`config.mk`:
```
export PLATFORM = sky130hd
export DESIGN_NAME = ahbl_master_arbiter
export DESIGN_NICKNAME = d
export VERILOG_FILES = /design/src/rtl/ahbl_master_arbiter.sv
export SDC_FILE = /design/constraint.sdc
export NUM_CORES = 1
export LEC_CHECK = 0
export ABC_AREA = 1
export BUFFER_PORTS_ARGS = -buffer_cell sky130_fd_sc_hd__buf_4
export CORE_ASPECT_RATIO = 1.2
export CORE_UTILIZATION = 30
export DETAILED_ROUTE_END_ITERATION = 10
export PLACE_DENSITY = 0.65
export SLEW_MARGIN = 20
export SYNTH_ARGS = -nofsm -noshare
export SYNTH_HDL_FRONTEND = slang
export SYNTH_SLANG_ARGS = --single-unit
```
`constraint.sdc`:
```
create_clock -name HCLK -period 3.6 [get_ports HCLK]
set_input_delay 0.36 -clock HCLK [delete_from_list [all_inputs] [get_ports HCLK]]
set_output_delay 0.36 -clock HCLK [all_outputs]
set_load 0.03 [all_outputs]
```
`src/rtl/ahbl_master_arbiter.sv`:
```
// Two-master AHB-Lite arbiter / input stage in front of the splitter.
// A master that loses the address phase is captured into a holding register,
// replayed on a later slot, and stalled until that replay's data phase ends.
// Optional feature: define AHBL_ARB_ROUND_ROBIN_EN for round-robin conflict
// resolution; otherwise M0 always wins conflicts.
module ahbl_master_arbiter #(
  parameter int PARK_MASTER = 0
) (
  input  logic        HCLK,
  input  logic        HRESETn,
  input  logic [31:0] M0_HADDR,
  input  logic [1:0]  M0_HTRANS,
  input  logic        M0_HWRITE,
  input  logic [2:0]  M0_HSIZE,
  input  logic [31:0] M0_HWDATA,
  output logic        M0_HREADY,
  output logic [31:0] M0_HRDATA,
  input  logic [31:0] M1_HADDR,
  input  logic [1:0]  M1_HTRANS,
  input  logic        M1_HWRITE,
  input  logic [2:0]  M1_HSIZE,
  input  logic [31:0] M1_HWDATA,
  output logic        M1_HREADY,
  output logic [31:0] M1_HRDATA,
  output logic [31:0] HADDR,
  output logic [1:0]  HTRANS,
  output logic        HWRITE,
  output logic [2:0]  HSIZE,
  output logic [31:0] HWDATA,
  input  logic        HREADY,
  input  logic [31:0] HRDATA
);
  localparam logic PARK = (PARK_MASTER != 0);

  typedef enum logic [1:0] {DPH_NONE = 2'd0, DPH_M0 = 2'd1, DPH_M1 = 2'd2} dph_e;

  logic [1:0][31:0] m_haddr, m_hwdata;
  logic [1:0][1:0]  m_htrans;
  logic [1:0][2:0]  m_hsize;
  logic [1:0]       m_hwrite, m_hready, live, req, cap, dph_is;

  logic [1:0][31:0] pend_addr;
  logic [1:0][2:0]  pend_size;
  logic [1:0]       pend_write, pend_vld;

  logic gnt_q, gnt, gnt_pend, gnt_act, dph_rep;
  dph_e dph_own;
`ifdef AHBL_ARB_ROUND_ROBIN_EN
  logic last_gnt;
`endif

  assign m_haddr  = {M1_HADDR, M0_HADDR};
  assign m_hwdata = {M1_HWDATA, M0_HWDATA};
  assign m_htrans = {M1_HTRANS, M0_HTRANS};
  assign m_hsize  = {M1_HSIZE, M0_HSIZE};
  assign m_hwrite = {M1_HWRITE, M0_HWRITE};
  assign dph_is   = {dph_own == DPH_M1, dph_own == DPH_M0};

  // Live NONSEQ/SEQ is a request; a pending capture always requests too.
  always_comb begin
    for (int i = 0; i < 2; i++) begin
      live[i] = m_htrans[i] inside {2'b10, 2'b11};
      req[i]  = pend_vld[i] | live[i];
    end
  end

  // Grant: frozen during wait states, otherwise single requester or conflict rule.
  always_comb begin
    gnt = gnt_q;
    if (HREADY) begin
      unique case (req)
        2'b01:   gnt = 1'b0;
        2'b10:   gnt = 1'b1;
`ifdef AHBL_ARB_ROUND_ROBIN_EN
        2'b11:   gnt = ~last_gnt;
`else
        2'b11:   gnt = 1'b0;
`endif
        default: gnt = PARK;
      endcase
    end
    gnt_pend = pend_vld[gnt];
    gnt_act  = gnt_pend | live[gnt];
  end

  // Per-master ready and capture decision.
  always_comb begin
    for (int i = 0; i < 2; i++) begin
      if (pend_vld[i])                   m_hready[i] = dph_is[i] & dph_rep & HREADY;
      else if (dph_is[i])                m_hready[i] = HREADY;
      else if (gnt == i[0] && live[i])   m_hready[i] = HREADY;
      else                               m_hready[i] = 1'b1;
      cap[i] = live[i] & m_hready[i] & ~((gnt == i[0]) & HREADY & ~pend_vld[i]);
    end
  end

  // Holding registers: set on capture, cleared when the replay is granted.
  always_ff @(posedge HCLK or negedge HRESETn) begin
    if (!HRESETn) begin
      pend_vld   <= '0;
      pend_addr  <= '0;
      pend_write <= '0;
      pend_size  <= '0;
    end else begin
      for (int i = 0; i < 2; i++) begin
        if (cap[i]) begin
          pend_vld[i]   <= 1'b1;
          pend_addr[i]  <= m_haddr[i];
          pend_write[i] <= m_hwrite[i];
          pend_size[i]  <= m_hsize[i];
        end else if (HREADY && gnt == i[0] && pend_vld[i]) begin
          pend_vld[i]   <= 1'b0;
        end
      end
    end
  end

  // Address-owner and data-phase tracking, advanced only when the slave is ready.
  always_ff @(posedge HCLK or negedge HRESETn) begin
    if (!HRESETn) begin
      gnt_q   <= PARK;
      dph_own <= DPH_NONE;
      dph_rep <= 1'b0;
`ifdef AHBL_ARB_ROUND_ROBIN_EN
      last_gnt <= 1'b1;
`endif
    end else if (HREADY) begin
      gnt_q   <= gnt;
      dph_own <= gnt_act ? (gnt ? DPH_M1 : DPH_M0) : DPH_NONE;
      dph_rep <= gnt_act & gnt_pend;
`ifdef AHBL_ARB_ROUND_ROBIN_EN
      if (gnt_act) last_gnt <= gnt;
`endif
    end
  end

  // Address phase from the pending copy or the live master; SEQ becomes NONSEQ.
  always_comb begin
    HTRANS = gnt_act ? 2'b10 : 2'b00;
    HADDR  = gnt_pend ? pend_addr[gnt]  : m_haddr[gnt];
    HWRITE = gnt_pend ? pend_write[gnt] : m_hwrite[gnt];
    HSIZE  = gnt_pend ? pend_size[gnt]  : m_hsize[gnt];
  end

  // Write data follows the data-phase owner; park master when idle.
  always_comb begin
    unique case (dph_own)
      DPH_M0:  HWDATA = M0_HWDATA;
      DPH_M1:  HWDATA = M1_HWDATA;
      default: HWDATA = m_hwdata[PARK];
    endcase
  end

  assign M0_HREADY = m_hready[0];
  assign M1_HREADY = m_hready[1];
  assign M0_HRDATA = HRDATA;
  assign M1_HRDATA = HRDATA;
endmodule

```
==> results.cfg <==
[detailed_routing]
wl_mm = 16.44
first_pass_iters = 5
drc = 0
num_vias = 5215
drt_iter0_drc = 227
postRouteAntennaNets = 0
avgViaCountPerCell = 4.640
routedWlPerCell_um = 14.63

[floorplan]
initial_core_util = 0.3071
rows = 53
die_width_um = 124.4
die-area_mm2 = 0.01853
die_h_um = 148.9
ios = 311
core_region_area_mm2 = 0.01757

[global_route]
grt_usage = 0.1778
grt_max_degree = 79
antenna_found_initial = 2
grt_pass1_wl_mm = 25.88
grt_pass1_vias = 4908
grt_overflow = 0

[clock_tree]
cts_buffers = 9
post_cts_buffers = 0
cts_resized = 0
cts.sink_count = 78
cts_root_buf = clkbuf_16
cts_max_level = 3
cts_tree = built
cts_buffer_depth = 2
clk_latency_ps = 340
hold_buffers = 0
clk_pin_slew_ps = 60

[job]
maxCapViolCount = 0

[logic_synthesis]
avgSynthCellArea_um2 = 6.918
yosys_warnings = 0
seq_area_frac_synth = 0.3617
synth_common_cells = nand2_1 (342), dfrtp_1 (78), nand3_1 (77)
ys_async_sr_fraction = 1.000
synth.ff_latch_count = 78
synth_edf_count = 0
syn_nets = 955
syn_inst = 780
yosysTopAreaCell = dfrtp_1
yosysMostFrequentCell = nand2_1
synth_area_leaders = dfrtp_1 (36%), nand2_1 (24%), buf_4 (10%)
synth_top_cell_area_share = 0.3617
ys_types = 22
ys.flop_type = dfrtp_1
netlist_area_mm2 = 0.005396

[timing]
drv_slew = 0
setup_viol = 0
rsz0062_at_grt = no
finalSetupTns_ps = 0
slew-limit-headroom = 0.4735
worst_pin_slew_ps = 787.0
post-route-period-util = 0.8663
hold_viol = 0
finClkSkew_ps = 12.97
period_needed_ps = 3119
max_freq_mhz = 320.6

[critical_path]
end_kind = output pin
critPathRequiredTime_ps = 3240
arrival_ps = 2760
setup.worst_path.class = reg -> out
path_max_fanout = 47
r2r_cells = 7
start_kind = flip-flop

[hold_path]
hp-class = in -> async

[power_and_ir_drop]
p_leak_nw = 3.823
ir_drop_mv = 0.3237
powerDensity_mw_per_mm2 = 740.2

[placement]
dp_hpwl_mm = 11.38
port_buffers = 211
dp.cells = 1108
finalWeightedCongestion = 0.7716

[layout]
fin_cells = 1124
area_growth_pct = 27.87
fin_nets = 1074
drive_above_1_share = 0.3101

[run_status]
status = completed
-- per-stage QoR --
stage	total power, mW	worst slack, ps	util	hold WS [ps]	area (um^2)
2_1_floorplan	3.427	1756	-	64.41	5396
3_3_place_gp	4.129	602.7	0.3744	454.8	6579
3_5_place_dp	4.177	590.9	0.3744	458.6	6579
4_1_cts	5.186	395.9	0.3923	236.2	6894
5_1_grt	5.507	207.1	0.3925	121.3	6898
6_report	5.108	481.2	0.3927	57.83	6900
-- cell families after synthesis --
family | count (synthesis) | synth area share
buffers and inverters | 160 | 0.1730
and+or+nand+nor | 432 | 0.3244
DFF | 78 | 0.3617
other | 1 | 0.0006949
AOI/OAI and AO/OA | 77 | 0.07350
muxes | 32 | 0.06678
-- power breakdown --
group          internal [mW]  total [mW]  switching (mW)  leakage [nW]
sequential              1.27        1.49           0.214         0.970
combinational          0.952        2.64            1.69          2.70
clock                  0.624       0.981           0.357         0.153
-- flip-flops by register name, indices dropped and copies added (netlist names) --
register	cells
pend_addr	64
gnt_q	1
dph_own	2
pend_size	6
pend_vld	2
pend_write	2
dph_rep	1
-- layout make-up --
cell class	count	area (um^2)
repair buffers	221	1663
diodes	1	2.502
clock inverters	3	68.82
multi-input cells	542	2516
fillers	1906	10670
clock buffers	12	246.5
well taps	220	275.3
flip-flops and latches	78	1952
inverters	47	176.4
-- worst max-delay path, stage by stage, from the launching register on --
cell     delay (ps)
dfrtp_1         400
nand2_2         400
nand2_4         400
nand2_1         180
nand2_2          70
inv_2           540
nand2_1         160
nand2_1         100
buf_4           160
-- routing by layer --
metal | vias to the layer above | GRT usage | wire length (um)
met5 | - | 0 | 17
li1 | 2622 | - | -
met2 | 180 | 0.3000 | 8109
met1 | 2371 | 0.2099 | 6747
met3 | 40 | 0.05165 | 1135
met4 | 2 | 0.07771 | 429
-- path summary, 6_finish.rpt --
path / startpoint / endpoint / slack (ps)
max: gnt_q / HADDR[5] / 480
min in group HCLK: M1_HADDR[11] / pend_addr[43] / 260
min reg2reg: pend_addr[37] / pend_addr[37] / 470
max reg2reg: gnt_q / pend_vld[0] / 1160
min: HRESETn / pend_addr[12] / 60
max in group asynchronous: HRESETn / dph_own[0] / 3030
-- layout by cell type (no fill, tap or decap) --
cell       count
a21oi_4        1
buf_4        220
buf_6          1
bufinv_16      2
clkbuf_1       2
clkbuf_16      9
clkbuf_8       1
clkinv_1       1
clkinv_4       1
conb_1         1
dfrtp_1       78
diode_2        1
inv_1         41
inv_2          5
mux2_2        32
nand2_1      342
nand2_2        4
nand2_4        1
nand3_1       77
nand3_2        1
nand3b_1       1
nor2_1         4
nor2_4         1
o21ai_0       75
o21ai_1        1
or2_2          1
(Power assumes the default switching activity.)
